[config.mk]
export PLATFORM = sky130hd
export DESIGN_NAME = monobit_block_engine
export DESIGN_NICKNAME = d
export VERILOG_FILES = /design/src/rtl/monobit_block_engine.sv
export SDC_FILE = /design/constraint.sdc
export NUM_CORES = 1
export LEC_CHECK = 0
export ABC_AREA = 1
export BUFFER_PORTS_ARGS = -buffer_cell sky130_fd_sc_hd__buf_2
export CORE_MARGIN = 1.5
export CORE_UTILIZATION = 45
export CTS_CLUSTER_SIZE = 20
export DETAILED_ROUTE_END_ITERATION = 16
export GPL_TIMING_DRIVEN = 0
export PLACE_DENSITY = 0.72
export SETUP_SLACK_MARGIN = 0.05
export SKIP_CTS_REPAIR_TIMING = 1
export SLEW_MARGIN = 20
export SYNTH_ARGS = -nofsm -noshare
export SYNTH_HDL_FRONTEND = slang
export SYNTH_SLANG_ARGS = --single-unit
[constraint.sdc]
create_clock -name clk -period 3.1 [get_ports clk]
set_input_delay 0 -clock clk [delete_from_list [all_inputs] [get_ports clk]]
set_output_delay 0 -clock clk [all_outputs]
set_load 0.05 [all_outputs]
[src/rtl/monobit_block_engine.sv]
// rtl/monobit_block_engine.sv - blocked NIST monobit sum and runs tester
// Splits a multi-lane bitstream into 2^LOG2_BLOCK-bit blocks; reports S, runs, pass and tallies.
module monobit_block_engine #(
  parameter int LANES      = 4,
  parameter int LOG2_BLOCK = 10,
  parameter int CNT_W      = 16
) (
  input  logic                  clk,
  input  logic                  rst_n,
  input  logic                  ena,
  input  logic                  start,
  input  logic                  stop,
  input  logic                  cont,
  input  logic [LOG2_BLOCK:0]   threshold,
  input  logic [LANES-1:0]      bits_in,
  input  logic                  bits_valid,
  output logic                  in_ready,
  output logic                  result_valid,
  output logic [LOG2_BLOCK+1:0] sum_out,
  output logic [LOG2_BLOCK:0]   runs_out,
  output logic                  pass,
  output logic                  busy,
  output logic [CNT_W-1:0]      blocks_done,
  output logic [CNT_W-1:0]      blocks_failed
);
  localparam int W     = LOG2_BLOCK + 1;
  localparam int S_W   = LOG2_BLOCK + 2;
  localparam int BEATS = (1 << LOG2_BLOCK) / LANES;
  localparam int BC_W  = $clog2(BEATS);
  localparam logic [BC_W-1:0] LAST_BEAT = BC_W'(BEATS - 1);
  localparam logic [S_W-1:0]  BLOCK_S   = {2'b01, {LOG2_BLOCK{1'b0}}};

  typedef enum logic [1:0] {IDLE, ACCUM, REPORT} state_t;
  state_t state, state_nxt;

  logic [W-1:0]    thr_q;
  logic            cont_q;
  logic [W-1:0]    ones_q, trans_q, ones_nxt, trans_nxt;
  logic [BC_W-1:0] beat_cnt;
  logic            last_bit_q;
  logic [S_W-1:0]  sum_nxt, abs_nxt;
  logic            pass_nxt;
  logic            start_go, accept, final_beat;

  assign start_go   = (state == IDLE) && ena && start && !stop;
  assign accept     = (state == ACCUM) && ena && bits_valid && !stop;
  assign final_beat = accept && (beat_cnt == LAST_BEAT);
  assign in_ready   = (state == ACCUM);
  assign busy       = (state != IDLE);

  always_ff @(posedge clk or posedge rst_n) begin
    if (rst_n) state <= IDLE;
    else       state <= state_nxt;
  end

  always_comb begin
    state_nxt = state;
    case (state)
      IDLE: begin
        if (start_go) state_nxt = ACCUM;
      end
      ACCUM: begin
        if (ena && stop)     state_nxt = IDLE;
        else if (final_beat) state_nxt = REPORT;
      end
      REPORT: begin
        if (ena) state_nxt = (cont_q && !stop) ? ACCUM : IDLE;
      end
      default: state_nxt = IDLE;
    endcase
  end

  // Lane 0 is earliest, so the cross-beat pair is previous lane LANES-1 against current lane 0.
  always_comb begin
    ones_nxt  = ones_q;
    trans_nxt = trans_q;
    for (int i = 0; i < LANES; i++) ones_nxt = ones_nxt + W'(bits_in[i]);
    for (int i = 1; i < LANES; i++) trans_nxt = trans_nxt + W'(bits_in[i] ^ bits_in[i-1]);
    if (beat_cnt != '0) trans_nxt = trans_nxt + W'(last_bit_q ^ bits_in[0]);
    sum_nxt  = {ones_nxt, 1'b0} - BLOCK_S;
    abs_nxt  = sum_nxt[S_W-1] ? -sum_nxt : sum_nxt;
    pass_nxt = (abs_nxt <= {1'b0, thr_q});
  end

  always_ff @(posedge clk or posedge rst_n) begin
    if (rst_n) begin
      thr_q         <= '0;
      cont_q        <= 1'b0;
      ones_q        <= '0;
      trans_q       <= '0;
      beat_cnt      <= '0;
      last_bit_q    <= 1'b0;
      result_valid  <= 1'b0;
      sum_out       <= '0;
      runs_out      <= '0;
      pass          <= 1'b0;
      blocks_done   <= '0;
      blocks_failed <= '0;
    end else begin
      result_valid <= 1'b0;
      if (start_go) begin
        thr_q         <= threshold;
        cont_q        <= cont;
        ones_q        <= '0;
        trans_q       <= '0;
        beat_cnt      <= '0;
        blocks_done   <= '0;
        blocks_failed <= '0;
      end else if (accept) begin
        last_bit_q <= bits_in[LANES-1];
        if (final_beat) begin
          ones_q       <= '0;
          trans_q      <= '0;
          beat_cnt     <= '0;
          result_valid <= 1'b1;
          sum_out      <= sum_nxt;
          runs_out     <= trans_nxt + W'(1);
          pass         <= pass_nxt;
          if (blocks_done != '1) blocks_done <= blocks_done + CNT_W'(1);
          if (!pass_nxt && blocks_failed != '1) blocks_failed <= blocks_failed + CNT_W'(1);
        end else begin
          ones_q   <= ones_nxt;
          trans_q  <= trans_nxt;
          beat_cnt <= beat_cnt + BC_W'(1);
        end
      end
    end
  end
endmodule

==> impl_metrics.env <==
export IMPL_syn_area_per_cell_um2=7.64
export IMPL_min_from="stop"
export IMPL_end_kind="register"
export IMPL_synth_top_area_share_pct=39.3
export IMPL_clkLatencyLatePin_ns=0.35
export IMPL_overflow=0
export IMPL_gp_congestion=0.846
export IMPL_timing_fmax_mhz=272
export IMPL_async_flop_share_pct=100
export IMPL_final_hold_violation_count=0
export IMPL_worstPathRequired_ns=3.34
export IMPL_min_period_ns=3.68
export IMPL_worst_pin_slew_ns=0.738
export IMPL_port_buffers=79
export IMPL_wl_met3_um=785
export IMPL_std_cell_rows=43
export IMPL_synth_compound_area_share_pct=9.78
export IMPL_dp_hpwl_um=11800
export IMPL_layout_setup_ws_ns=-0.577
export IMPL_max_stage_delay_ns=0.56
export IMPL_cts_made_buffers=9
export IMPL_synth_net_count=892
export IMPL_setup_viol=24
export IMPL_synth_xor_area_share_pct=5.15
export IMPL_tns_ns=-9.35
export IMPL_seq_area_frac_synth_pct=39.3
export IMPL_htreeDepth=3
export IMPL_p_total_w=0.00802
export IMPL_crit_start="bits_in[1]"
export IMPL_r2r_start="ones_q[0]"
export IMPL_fin_util_pct=58.4
export IMPL_ys_seq_elements=101
export IMPL_gr_usage_all_layers_pct=22.3
export IMPL_drt_met1_wl_um=7700
export IMPL_synthSimpleGateAreaFrac_pct=30.2
export IMPL_slowest_stage="fa_1"
export IMPL_nNetsFinal=1022
export IMPL_fp_dieH_um=123
export IMPL_cts_max_path_buffers=2
export IMPL_initial_core_util_pct=46.2
export IMPL_cp_cell_sequence="buf_2 > fa_1 > inv_2 > fa_2 > inv_2 > fa_2 > nand3_4 > xor2_2 > xor2_2 > buf_6 > nand2_1 > xnor2_1 > inv_1 > ha_1 > nand3_1 > nor2_1 > o21ai_1 > a21oi_1 > o22ai_2 > nand2_4 > nand2_8 > clkbuf_16 > nand3_2 > nand2_1"
export IMPL_fillers=1232
export IMPL_synthTopCellsByArea="dfrtp_1, nand2_1, inv_1"
export IMPL_fin_skew_ns=0.0107
export IMPL_synthAdderAreaFrac_pct=6.03
export IMPL_yosysMostFrequentCell="nand2_1"
export IMPL_p_leak_nw=4.03
export IMPL_critical_path_class="input port to register"
export IMPL_start_kind="input port"
export IMPL_syn_area_um2=6430
export IMPL_syn_inst=842
export IMPL_rsz0062_at_grt="yes"
export IMPL_yosys_warnings=0
export IMPL_placedCellCount=1102
export IMPL_drive_above_1_share_pct=25.1
export IMPL_holdCritPathClass="input port to register"
export IMPL_drt_total_wl_um=17200
export IMPL_yosysUniqueCellTypes=45
export IMPL_grt_antenna_before_repair=0
export IMPL_crit_arrival_ns=3.91
export IMPL_drc=0
export IMPL_peakVddDrop_uv=519
export IMPL_cts_root_buf="clkbuf_16"
export IMPL_io_pins=81
export IMPL_p_per_area_nw_per_um2=984
export IMPL_drtAntennaViolNets=0
export IMPL_outcome="finished, violations left"
export IMPL_synth_edff_count=0
export IMPL_path_clk_slew_ns=0.07
export IMPL_fin_crit_sh_pct=119
export IMPL_synth_mux_area_share_pct=0
export IMPL_pre_cts_ws_ns=-1.15
export IMPL_synth_top_family_by_area="simple AND/OR/NAND/NOR gates"
export IMPL_whs_path_depth=4
export IMPL_maxCapViolCount=0
export IMPL_grt_pass1_wl_um=26400
export IMPL_grt_max_degree=79
export IMPL_drt_iter0_markers=322
export IMPL_core_area_um2=13900
export IMPL_violations="negative setup slack"
export IMPL_grt_pass1_vias=5565
export IMPL_synth_common_cells="nand2_1, inv_1, dfrtp_1"
export IMPL_cts_tree="done"
export IMPL_wl_per_cell_um=14.8
export IMPL_die_area_um2=15000
export IMPL_wl_met2_um=8220
export IMPL_synth_largest_area_cell="dfrtp_1"
export IMPL_synthFlopType="dfrtp_1"
export IMPL_vias_per_cell=5.31
export IMPL_drv_slew=0
export IMPL_slew_headroom_pct=50.4
export IMPL_die_w_um=123
export IMPL_critPathMaxFanout=9
export IMPL_cts_sinks=101
export IMPL_area_growth_syn_to_layout_pct=26.5
export IMPL_vias=6141
export IMPL_first_pass_iters=5
export IMPL_stdcell_count=1157
export IMPL_reg2reg_depth=22
export IMPL_top_layer_used="met4"
export IMPL_antennaDiodeCount=0
[metal layers]
| metal | vias to the layer above | GRT usage (%) |
|---|---|---|
| met1 | 2930 | 30.0 |
| met5 | - | 0 |
| met4 | 0 | 8.50 |
| met2 | 175 | 36.0 |
| met3 | 33 | 3.86 |
| li1 | 3003 | - |
[cell usage in the layout, fill, tap and decap left out, types with 3 or more instances in the layout]
cell type,synthesis,final
nor2_4,0,10
dlygate4sd3_1,0,15
ha_1,23,18
fa_2,0,3
nor3_4,2,3
xor2_2,2,4
nand3_2,17,23
a31oi_1,4,4
dfrtp_1,101,101
nand2_1,201,188
o21ai_0,53,46
nand2_4,4,7
nor2_2,2,7
o21ai_1,1,7
nand4_1,31,31
nand2_2,7,16
a21oi_1,18,16
clkbuf_1,11,13
buf_4,2,21
buf_6,1,5
inv_1,124,111
nor3_1,21,21
xnor2_1,6,5
xor2_1,25,22
clkbuf_16,0,10
ha_4,0,5
buf_2,7,84
nand3_1,58,50
nor4_1,4,4
inv_2,8,18
o22ai_1,22,21
nor2_1,58,43
[critical path, delay by kind of cell]
| kind | cells | cell delay [ns] |
|---|---|---|
| compound gates | 3 | 0.35 |
| xor+xnor | 3 | 0.54 |
| fa+ha+maj | 4 | 1.57 |
| buf+inv | 6 | 0.65 |
| simple gates | 8 | 0.76 |
[where the power goes]
| part | switching (W) | internal (W) |
|---|---|---|
| clock network | 0.000504 | 0.000630 |
| registers | 0.000215 | 0.00159 |
| logic | 0.00303 | 0.00205 |
| total | 0.00375 | 0.00427 |
[area by class of cell]
cell class	instances	area [um2]	area share, %
buffer	23	129	1.58
clock buffer	11	233	2.86
clock inverter	5	60.1	0.738
inverter	134	513	6.30
multi-input combinational	584	3670	45.1
sequential	101	2530	31.0
tap	180	225	2.77
timing repair buffer	119	785	9.63
[per-stage QoR]
step	instance area, um2	hold slack (ns)
3_3_place_gp	7130	0.213
2_1_floorplan	6510	0.110
6_report	8140	0.00978
4_1_cts	7450	-0.405
5_1_grt	8140	0.0611
3_5_place_dp	7160	-0.0287
[final timing paths]
kind                               endpoint  slack (ns)
setup / recovery           blocks_failed[9]       -0.58
hold / removal                     state[0]        0.01
setup reg to reg           blocks_failed[9]       -0.56
hold reg to reg              blocks_done[3]        0.48
max in group asynchronous         ones_q[6]        2.31
min in group asynchronous       runs_out[9]        0.14
[kinds of logic after synthesis]
kind of cell | after synthesis
fa+ha+maj | 28
buf+inv | 157
other cells | 1
compound gates | 110
simple gates | 411
xor+xnor | 34
flops | 101
[registers in the layout, indices dropped and copies added, names as in the netlist]
signal,count
beat_cnt,8
trans_q,11
thr_q,11
pass,1
sum_out,11
blocks_done,16
cont_q,1
blocks_failed,16
result_valid,1
last_bit_q,1
ones_q,11
state,2
runs_out,11
Note: power is estimated with default switching activity, not from simulation.
